[src/rtl/response_signature.sv]
// Response compactor: folds a 1-bit response stream into a 16-bit CRC signature
// over 2^CNT_W accepted samples. Optional ones counter is enabled by defining ONES_COUNT_EN.
//
// state  | meaning
// IDLE   | waiting for start after reset
// RUN    | sweep in progress, accepting samples
// DONE   | sweep finished, verdict held until next start
module response_signature #(
  parameter int          CNT_W    = 16,
  parameter logic [15:0] POLY     = 16'h1021,
  parameter logic [15:0] SEED     = 16'hFFFF,
  parameter logic [15:0] EXPECTED = 16'h0000
) (
  input  logic             clk,
  input  logic             rst,
  input  logic             start,
  input  logic             sample_valid,
  input  logic             z_in,
  output logic             busy,
  output logic             done,
  output logic             pass,
  output logic [15:0]      signature,
  output logic [CNT_W-1:0] sample_index,
  output logic [CNT_W:0]   ones_count
);

  typedef enum logic [1:0] {S_IDLE, S_RUN, S_DONE} state_t;

  localparam logic [CNT_W-1:0] IDX_ONE  = 1;
  localparam logic [CNT_W-1:0] IDX_LAST = '1;

  state_t             state_q, state_d;
  logic               busy_q, busy_d;
  logic               done_q, done_d;
  logic               pass_q, pass_d;
  logic [15:0]        sig_q, sig_d;
  logic [15:0]        lfsr_q, lfsr_d;
  logic [CNT_W-1:0]   idx_q, idx_d;
  logic               fb;
  logic [15:0]        lfsr_upd;

`ifdef ONES_COUNT_EN
  localparam logic [CNT_W:0] ONES_ONE = 1;
  logic [CNT_W:0] ones_q, ones_d;
`endif

  always_comb begin
    state_d  = state_q;
    busy_d   = busy_q;
    done_d   = done_q;
    pass_d   = pass_q;
    sig_d    = sig_q;
    lfsr_d   = lfsr_q;
    idx_d    = idx_q;
`ifdef ONES_COUNT_EN
    ones_d   = ones_q;
`endif
    fb       = lfsr_q[15] ^ z_in;
    lfsr_upd = {lfsr_q[14:0], 1'b0} ^ (fb ? POLY : 16'h0000);

    case (state_q)
      S_IDLE, S_DONE: begin
        // sample_valid is ignored here, including on the start cycle itself
        if (start) begin
          state_d = S_RUN;
          busy_d  = 1'b1;
          done_d  = 1'b0;
          pass_d  = 1'b0;
          lfsr_d  = SEED;
          idx_d   = '0;
`ifdef ONES_COUNT_EN
          ones_d  = '0;
`endif
        end
      end
      S_RUN: begin
        if (sample_valid) begin
          lfsr_d = lfsr_upd;
          idx_d  = idx_q + IDX_ONE;
`ifdef ONES_COUNT_EN
          if (z_in) ones_d = ones_q + ONES_ONE;
`endif
          if (idx_q == IDX_LAST) begin
            sig_d   = lfsr_upd;
            pass_d  = (lfsr_upd == EXPECTED);
            done_d  = 1'b1;
            busy_d  = 1'b0;
            state_d = S_DONE;
          end
        end
      end
      default: state_d = S_IDLE;
    endcase
  end

  always_ff @(posedge clk) begin
    if (rst) begin
      state_q <= S_IDLE;
      busy_q  <= 1'b0;
      done_q  <= 1'b0;
      pass_q  <= 1'b0;
      sig_q   <= '0;
      lfsr_q  <= '0;
      idx_q   <= '0;
`ifdef ONES_COUNT_EN
      ones_q  <= '0;
`endif
    end else begin
      state_q <= state_d;
      busy_q  <= busy_d;
      done_q  <= done_d;
      pass_q  <= pass_d;
      sig_q   <= sig_d;
      lfsr_q  <= lfsr_d;
      idx_q   <= idx_d;
`ifdef ONES_COUNT_EN
      ones_q  <= ones_d;
`endif
    end
  end

  assign busy         = busy_q;
  assign done         = done_q;
  assign pass         = pass_q;
  assign signature    = sig_q;
  assign sample_index = idx_q;
`ifdef ONES_COUNT_EN
  assign ones_count   = ones_q;
`else
  assign ones_count   = '0;
`endif

endmodule
[config.mk]
export PLATFORM = sky130hd
export DESIGN_NAME = response_signature
export DESIGN_NICKNAME = d
export VERILOG_FILES = /design/src/rtl/response_signature.sv
export SDC_FILE = /design/constraint.sdc
export NUM_CORES = 1
export LEC_CHECK = 0
export ABC_CLOCK_PERIOD_IN_PS = 2000
export CAP_MARGIN = 20
export CORE_MARGIN = 5
export CORE_UTILIZATION = 49
export DETAILED_ROUTE_END_ITERATION = 8
export PLACE_DENSITY = 0.75
export SETUP_SLACK_MARGIN = 0.05
export SYNTH_ARGS = -nofsm -noshare
export SYNTH_HDL_FRONTEND = slang
export SYNTH_SLANG_ARGS = --single-unit
export TNS_END_PERCENT = 50
[constraint.sdc]
create_clock -name clk -period 2 [get_ports clk]
set_input_delay 0.4 -clock clk [delete_from_list [all_inputs] [get_ports clk]]
set_output_delay 0.4 -clock clk [all_outputs]
set_load 0.1 [all_outputs]
==> run_results.csv, run 1 <==
group,metric,value,unit
critical_path,r2r-start,"sample_index[0]",
drt,dr_total_vias,2056,
sta,max-slew-margin-rel,0.640,
finish,regArea,1080,sq um
synthesis,synth_top_cell_by_area,"dfxtp_1",
synthesis,yosys.area.top_type_share,0.444,
finish,area_growth,18.9,%
clock_tree,cts_sinks,53,
hold_path,hp-class,"reg2reg",
grt,use_met2,0.264,
hold_path,hp-start,"signature[9]",
placement,port_buffers,39,
clock_tree,clk_latency,300,ps
hold_path,hold_depth,2,
floorplanning,io_pins,57,
placement,dp_hpwl,3800,um
floorplanning,die_x,79.9,um
sta,fin_crit,1670,ps
critical_path,reg2regPathDepth,6,
critical_path,cp-end-kind,"register",
sta,rsz0062_at_grt,"false",
placement,placed_cells,380,
sta,whs,473,ps
clock_tree,numCtsBuffers,5,
sta,fin_ws,325,ps
synthesis,synth.area.top_cells,"dfxtp_1 (44%), nor2_1 (7.5%), buf_4 (6.0%)",
power_and_ir_drop,sw_frac_of_total,0.303,
power_and_ir_drop,ir_worst_vdd,0.465,mV
critical_path,crit_path_start_kind,"register",
grt,gr-usage-met3,0.0395,
critical_path,crit_type,"reg2reg",
clock_tree,clk_pin_slew,90,ps
placement,place_congestion,0.849,
power_and_ir_drop,p_comb_frac,0.157,
critical_path,critPathRequiredTime,2180,ps
floorplanning,rows,25,
drt,final_antenna_net_count,0,
outcome,status,"finished clean",
grt,antenna_found_initial,0,
floorplanning,die_y,79.9,um
sta,setup_viol,0,
placement,place_worst_setup_slack,37.5,ps
synthesis,synth_ff_type,"dfxtp_1",
synthesis,syn_area_per_cell,8.57,sq um
clock_tree,cts_root_buf,"clkbuf_8",
clock_tree,htree_levels,2,
grt,grt_pass1_wl,8870,um
grt,grt_max_degree,32,
critical_path,rrSetupSlack,330,ps
sta,worstMarginPinSlew,536,ps
synthesis,ys_types,42,
finish,layout.nets,326,
critical_path,critPathArrivalTime,1850,ps
sta,hold_viol_final,0,
power_and_ir_drop,power_switching,641,uW
synthesis,ys_ff_latch,53,
clock_tree,post_cts_buffers,0,
synthesis,synth_cells,279,
sta,setup-tns-final,0,ps
grt,grt_busiest_layer,"met2",
power_and_ir_drop,p_per_area,745,nW/um^2
clock_tree,cts_max_path_buffers,2,
floorplanning,die_area,6380,sq um
floorplanning,core,4720,sq um
drt,drcViolationCount,0,
clock_tree,cts_resized,0,
hold_path,min_to,"signature[9]",
drt,dr.pass1.iters,4,
clock_tree,cts_tree,"yes",
flow_run,maxCapViolCount,0,
synthesis,synth_edf_count,0,
drt,routedWlPerCell,13.5,um
power_and_ir_drop,power_report.internal_total,1480,uW
sta,fin_crit_sh,0.837,
grt,grt_pass1_vias,1930,
drt,dr.first_iter.drc_count,131,
finish,antennaDiodeCount,0,
synthesis,syn_area,2390,sq um
finish,multi_input_area,1140,sq um
floorplanning,start_util,0.506,
drt,routed_wl,5220,um
synthesis,ys_seq_area_frac,0.444,
finish,finalNonFillerCells,388,
power_and_ir_drop,leakage,0.00115,uW
critical_path,path_max_fanout,10,
drt,vias_per_cell,5.30,
grt,grt_overflow,0,
power_and_ir_drop,pwr-share-seq,0.534,
grt,grt_use_total,0.172,
synthesis,synthArstFlopShare,0,
grt,use_met1,0.235,
clock_tree,hold_buffers,0,
synthesis,ys_warn_count,0,
critical_path,r2r_end,"signature[8]",
finish,drive_above_1_share,0.249,
sta,fin_skew,9.27,ps
finish,fillers,411,
sta,fmax,597,MHz
power_and_ir_drop,clock_power_share,0.308,
sta,slew_viol_final,0,
[layer usage]
metal | part of all wire | vias up
met5 | 0 | -
met4 | 0.012 | 0
met3 | 0.055 | 5
met2 | 0.45 | 61
met1 | 0.48 | 958
li1 | - | 1032
[cells in the final DEF, fill, tap and decap left out, types with 7 or more instances in the layout]
master	instances
a21oi_1	22
buf_4	49
clkbuf_8	7
conb_1	17
dfxtp_1	38
dfxtp_2	13
nand2_1	8
nand4_1	15
nor2_1	48
nor3_1	16
o21ai_0	16
xor2_1	8
[power groups by stage]
stage / logic, uW / clock network [uW] / registers, uW
6_report: 333 / 654 / 1130
5_1_grt: 358 / 712 / 1140
4_1_cts: 333 / 665 / 1130
3_5_place_dp: 332 / 0 / 1160
3_3_place_gp: 328 / 0 / 1160
2_1_floorplan: 286 / 0 / 1170
[cell type report]
type	instances	share of cell area
Clock inverter	1	0.00176
Sequential cell	53	0.381
Timing Repair Buffer	54	0.150
Inverter	1	0.00132
Multi-Input combinational cell	205	0.402
Tap cell	67	0.0295
Clock buffer	7	0.0339
[state kept, by name, summed over array words and instances (netlist names)]
signal,cells
lfsr_q,16
busy,1
pass,1
signature,16
state_q,2
sample_index,16
done,1
[through the flow]
stage | cell area [sq um] | total power, uW | util
2_1_floorplan | 2470 | 1450 | -
3_3_place_gp | 2740 | 1480 | 0.581
3_5_place_dp | 2740 | 1490 | 0.581
4_1_cts | 2840 | 2130 | 0.602
5_1_grt | 2840 | 2210 | 0.602
6_report | 2840 | 2120 | 0.602
[worst max-delay path, cell delays in order, from the launching register on]
cell and delay [ps]:
dfxtp_4 380, ha_1 160, and3_1 250, nand4_2 260
buf_4 260, o21ai_0 160, a21oi_1 90
[synth_stat cells (3+ instances only)]
cell / count
nor2_1: 48
xnor2_1: 5
o21ai_0: 16
dfxtp_1: 53
nand4_1: 15
o211ai_1: 3
nor4_1: 4
clkbuf_1: 7
buf_6: 4
nand2_1: 8
nor3_1: 16
nand3_1: 3
buf_4: 19
a21oi_1: 22
and3_1: 4
buf_2: 5
or3_1: 3
o2111ai_1: 5
xor2_1: 8
o21ai_1: 4
[cell families (layout without fill, tap and decap cells)]
kind of cell    count (synthesis)  after routing  synth area share
compound gates                 57             57             0.147
xor+xnor                       13             13            0.0476
fa+ha+maj                       1              1           0.00523
buf+inv                        37             63             0.104
flops                          53             53             0.444
mux                             1              1           0.00419
other cells                     1             17           0.00157
simple gates                  116            116             0.248
[how the worst max path moves through the flow]
stage                      from               end  slack, ps  cells after the start
2_1_floorplan  sample_index[12]      signature[6]         50                      4
3_3_place_gp       sample_valid  sample_index[15]         70                      5
3_5_place_dp       sample_valid  sample_index[15]         40                      5
4_1_cts         sample_index[0]      signature[7]        330                      6
5_1_grt         sample_index[0]      signature[9]        170                      6
6_report        sample_index[0]      signature[8]        330                      6
Note: power is estimated with default switching activity, not from simulation.
==> inputs of run 2 (changes only) <==
--- a/config.mk
+++ b/config.mk
@@ -5,7 +5,7 @@
 export SDC_FILE = /design/constraint.sdc
 export NUM_CORES = 1
 export LEC_CHECK = 0
-export ABC_CLOCK_PERIOD_IN_PS = 2000
+export ABC_CLOCK_PERIOD_IN_PS = 1600
 export CAP_MARGIN = 20
 export CORE_MARGIN = 5
 export CORE_UTILIZATION = 49
==> constraint.sdc (replaced) <==
create_clock -name clk -period 1.6 [get_ports clk]
set_input_delay 0.32 -clock clk [delete_from_list [all_inputs] [get_ports clk]]
set_output_delay 0.32 -clock clk [all_outputs]
set_load 0.1 [all_outputs]
==> run 2 against run 1 <==
Non-clock buffer count increased by 18; first-iteration DRC count grew 17%; sequential share of layout area is 6.4 points lower; register-to-register slack got worse by 250 ps; flip-flop and latch count unchanged; clock power grew 27%; power rose by 27%; largest cell class unchanged.
==> run_results.csv, run 2 (synthesis gave the netlist of run 1 again) <==
group,metric,value,unit
critical_path,crit_family,"buffers and inverters",
power_and_ir_drop,power_report.internal_total,1870,uW
drt,routedWlPerCell,14.3,um
power_and_ir_drop,p_per_area,770,nW/um^2
power_and_ir_drop,ir_worst_vdd,0.732,mV
critical_path,crit_path_start_kind,"input port",
critical_path,critPathMaxStageDelay,420,ps
flow_run,maxCapViolCount,0,
clock_tree,hold_buffers,0,
critical_path,crit_buf_inv,3,
clock_tree,clk_latency,310,ps
finish,multi_input_area,1190,sq um
drt,dr.pass1.iters,5,
critical_path,path_max_fanout,5,
placement,place_worst_setup_slack,-250,ps
drt,routed_wl,5800,um
finish,layout.nets,344,
grt,grt_use_total,0.184,
clock_tree,cts_max_path_buffers,2,
sta,fin_ws,74.6,ps
power_and_ir_drop,leakage,0.00135,uW
placement,dp_hpwl,4250,um
grt,antenna_found_initial,0,
power_and_ir_drop,sw_frac_of_total,0.308,
critical_path,reg2regPathDepth,6,
grt,grt_pass1_wl,9450,um
drt,drcViolationCount,0,
floorplanning,rows,25,
floorplanning,die_area,6380,sq um
critical_path,r2r_end,"signature[1]",
sta,fin_crit,1530,ps
power_and_ir_drop,pwr-share-seq,0.520,
finish,drive_above_1_share,0.316,
clock_tree,cts_sinks,53,
floorplanning,start_util,0.506,
drt,dr_total_vias,2184,
finish,fillers,332,
hold_path,hold_depth,2,
floorplanning,die_x,79.9,um
placement,place_congestion,0.835,
critical_path,crit_top_cell,"buf_4",
finish,antennaDiodeCount,0,
finish,final_cell_mix,"nor2_1 (48), dfxtp_1 (37), buf_12 (37)",
finish,final_util,0.742,
finish,layout_commonest_cell,"nor2_1",
sta,fin_crit_sh,0.953,
sta,setup-tns-final,0,ps
sta,hold_viol_final,0,
drt,final_antenna_net_count,0,
placement,port_buffers,39,
grt,grt_max_degree,24,
critical_path,rrSetupSlack,80,ps
grt,grt_overflow,0,
finish,finalNonFillerCells,406,
sta,setup_viol,0,
power_and_ir_drop,clock_power_share,0.307,
hold_path,hp-start,"state_q[1]",
floorplanning,io_pins,57,
sta,slew_viol_final,0,
clock_tree,htree_levels,2,
critical_path,critPathRequiredTime,1810,ps
sta,rsz0062_at_grt,"true",
grt,grt_pass1_vias,1996,
clock_tree,numCtsBuffers,5,
floorplanning,die_y,79.9,um
hold_path,min_to,"state_q[1]",
sta,fmax,656,MHz
critical_path,critPathSlowestCell,"clkdlybuf4s50_1",
clock_tree,cts_root_buf,"clkbuf_8",
hold_path,hp-class,"reg2reg",
power_and_ir_drop,p_comb_frac,0.173,
outcome,status,"finished clean",
finish,regArea,1110,sq um
critical_path,critPathArrivalTime,1740,ps
floorplanning,core,4720,sq um
finish,area_growth,46.5,%
drt,dr.first_iter.drc_count,153,
critical_path,crit_chain,"clkdlybuf4s50_1 > and3b_2 > buf_4 > buf_4 > o2111ai_1 > xnor2_1 > and2_1",
critical_path,crit_type,"in2reg",
sta,fin_skew,9.50,ps
clock_tree,clk_pin_slew,100,ps
critical_path,r2r-start,"sample_index[1]",
power_and_ir_drop,power_switching,830,uW
critical_path,cp-end-kind,"register",
placement,placed_cells,390,
clock_tree,cts_tree,"yes",
drt,vias_per_cell,5.38,
## run 2: changes by cell type in the layout (fill, tap and decap cells not counted), sizes merged
cell | previous run | this run
buf | 50 | 67
clkbuf | 7 | 8
## run 2: worst min-delay path, stage by stage, from the launching register on
cell and delay [ps]:
dfxtp_1 330, nand2_1 60, a21oi_1 60
## run 2: what timing repair did
action | 4_1_cts | 5_1_grt
buffers inserted | 3 | 5
setup endpoints to repair | 2 | 16
gates resized for setup | 2 | 9
endpoints found under the hold margin | 0 | 0
pin swaps | 1 | 2
## run 2: worst max-delay path by stage
| stage | depth (start not counted) | slack, ps | endpoint | startpoint |
|---|---|---|---|---|
| floorplan | 8 | -100 | signature[5] | sample_index[0] |
| global placement | 5 | -190 | sample_index[15] | sample_valid |
| detailed placement | 6 | -250 | signature[15] | sample_valid |
| CTS | 6 | 60 | signature[15] | sample_index[1] |
| global route | 6 | 30 | signature[1] | sample_index[1] |
| finish | 7 | 70 | sample_index[12] | sample_valid |
## run 2: metrics by stage
stage               hold WS (ps)  instance area, sq um  power [uW]
floorplan                    451                  2540        1800
global placement             472                  3320        1880
detailed placement           480                  3320        1890
CTS                          493                  3450        2690
global route                 529                  3500        2810
finish                       491                  3500        2700
## run 2: cell type report
type                            count  area share
Multi-Input combinational cell    205       0.339
Sequential cell                    53       0.317
Timing Repair Buffer               72       0.290
Clock buffer                        7      0.0275
Tap cell                           67      0.0239
Clock inverter                      1     0.00143
Inverter                            1     0.00107
## run 2: per-layer routing
| metal | vias up | GRT usage | wire length [um] |
|---|---|---|---|
| met5 | - | 0 | 0 |
| met4 | 0 | 0.0591 | 55 |
| met3 | 6 | 0.0327 | 360 |
| met2 | 72 | 0.296 | 2760 |
| met1 | 1037 | 0.248 | 2630 |
| li1 | 1069 | - | - |
## run 2: power groups by stage
stage	combinational (uW)	clock, uW	sequential [uW]
4_1_cts	458	835	1400
3_5_place_dp	456	0	1430
6_report	466	829	1400
5_1_grt	495	903	1410
3_3_place_gp	445	0	1430
2_1_floorplan	358	0	1440
==> RTL edit: new RTL, settings of run 2 <==
Register the inputs `start` and `sample_valid` before use, cleared by the reset. The logic sees them one clock later. The other inputs are not delayed to match. Comments in the files are not updated.
--- a/src/rtl/response_signature.sv
+++ b/src/rtl/response_signature.sv
@@ -29,4 +29,17 @@
   localparam logic [CNT_W-1:0] IDX_ONE  = 1;
   localparam logic [CNT_W-1:0] IDX_LAST = '1;
+
+  logic start_q;
+  logic sample_valid_q;
+
+  always_ff @(posedge clk) begin
+    if (rst) begin
+      start_q        <= '0;
+      sample_valid_q <= '0;
+    end else begin
+      start_q        <= start;
+      sample_valid_q <= sample_valid;
+    end
+  end
 
   state_t             state_q, state_d;
@@ -62,5 +75,5 @@
       S_IDLE, S_DONE: begin
         // sample_valid is ignored here, including on the start cycle itself
-        if (start) begin
+        if (start_q) begin
           state_d = S_RUN;
           busy_d  = 1'b1;
@@ -75,5 +88,5 @@
       end
       S_RUN: begin
-        if (sample_valid) begin
+        if (sample_valid_q) begin
           lfsr_d = lfsr_upd;
           idx_d  = idx_q + IDX_ONE;
Behaviour: not the same (Yosys sat finds a counterexample within 4 cycles, from zero or initial values and one cycle with rst high).
==> RTL edit against run 2 <==
- the flow now finishes with violations (negative setup slack)
- sequential cell count up 2
- setup slack worse by 85 ps
- synthesized area up 0.10%
- power down 4.5%
- count of clock-buffer cells in the layout down 1
- wire length up 4.6%
- core utilization up 3.0 points
- cell area up 4.0%
- critical endpoint is now signature[0]
- largest cell class unchanged
- highest routed layer unchanged
==> RTL edit: results (changes against run 2) <==
run_status:
  status: "complete, but fails checks"  # was complete, no violations
  violations: "negative setup slack"
cells_and_area:
  instances_no_fill: 416  # was 406
  final-clk-cell-share: 0.02300  # was 0.02893
  multi_input_area_share: 0.3495  # was 0.3393
  drive_gt1_frac: 0.3524  # was 0.3156
  fill_cells: 311  # was 332
timing:
  finClkSkew_ps: 5.929  # was 9.497 ps
  setup_ws_ps: -10.90  # was 74.58 ps
  setup_violations: 1  # was 0
detailed_routing:
  routed-wl-met2_um: 3027  # was 2761 µm
  dr_wl_met3_um: 378  # was 360 µm
  wl_met1_um: 2578  # was 2625 µm
  first_pass_iters: 4  # was 5
  viasPerCell: 5.457  # was 5.379
grt:
  grt_pass1_wl_um: 10250  # was 9446 µm
  grt_use_met1: 0.2523  # was 0.2481
  grt_util_all_layers: 0.2016  # was 0.1837
logic_synthesis:
  ys_seq_elements: 55  # was 53
  synth_compound_area_frac: 0.1323  # was 0.1465
  synthXorXnorAreaFrac: 0.03293  # was 0.04762
  netlist_top_cells_area: "dfxtp_1, nor3_1, a21oi_1, buf_4, nand4_1"  # was dfxtp_1, nor2_1, buf_4, a21oi_1, nand4_1
  synth.distinct_cells: 37  # was 42
  syn_inst: 287  # was 279
  synth_mux_area_frac: 0.004182  # was 0.004186
place:
  dp_hpwl_um: 4402  # was 4248 µm
critical_path:
  crit_end: "signature[0]"  # was sample_index[12]
  cpPeakStageDelay_ps: 600  # was 420 ps
power_and_ir_drop:
  power_frac_comb: 0.150  # was 0.173
  p_leak_nw: 1.374  # was 1.352 nW
  ir_worst_vdd_mv: 0.6003  # was 0.7319 mV
RTL edit: per-stage QoR:
| step | utilization | worst slack (ps) | setup TNS (ps) | area [µm²] |
|---|---|---|---|---|
| global route | 0.7717 | -54.79 | -327.4 | 3645 |
| CTS | 0.7550 | -12.09 | -12.09 | 3566 |
| global placement | 0.7213 | -21.15 | -52.47 | 3407 |
| floorplan | - | -293.6 | -3598 | 2544 |
| finish | 0.7717 | -10.90 | -10.90 | 3645 |
| detailed placement | 0.7213 | -63.72 | -442.5 | 3407 |
RTL edit: what timing repair did:
| item | in CTS | in global routing |
|---|---|---|
| buffers inserted | 4 | 0 |
| hold buffers | 0 | 0 |
| setup endpoints to repair | 21 | 30 |
| gates resized for setup | 22 | 22 |
| cloned | 1 | 0 |
| pin swaps | 2 | 5 |
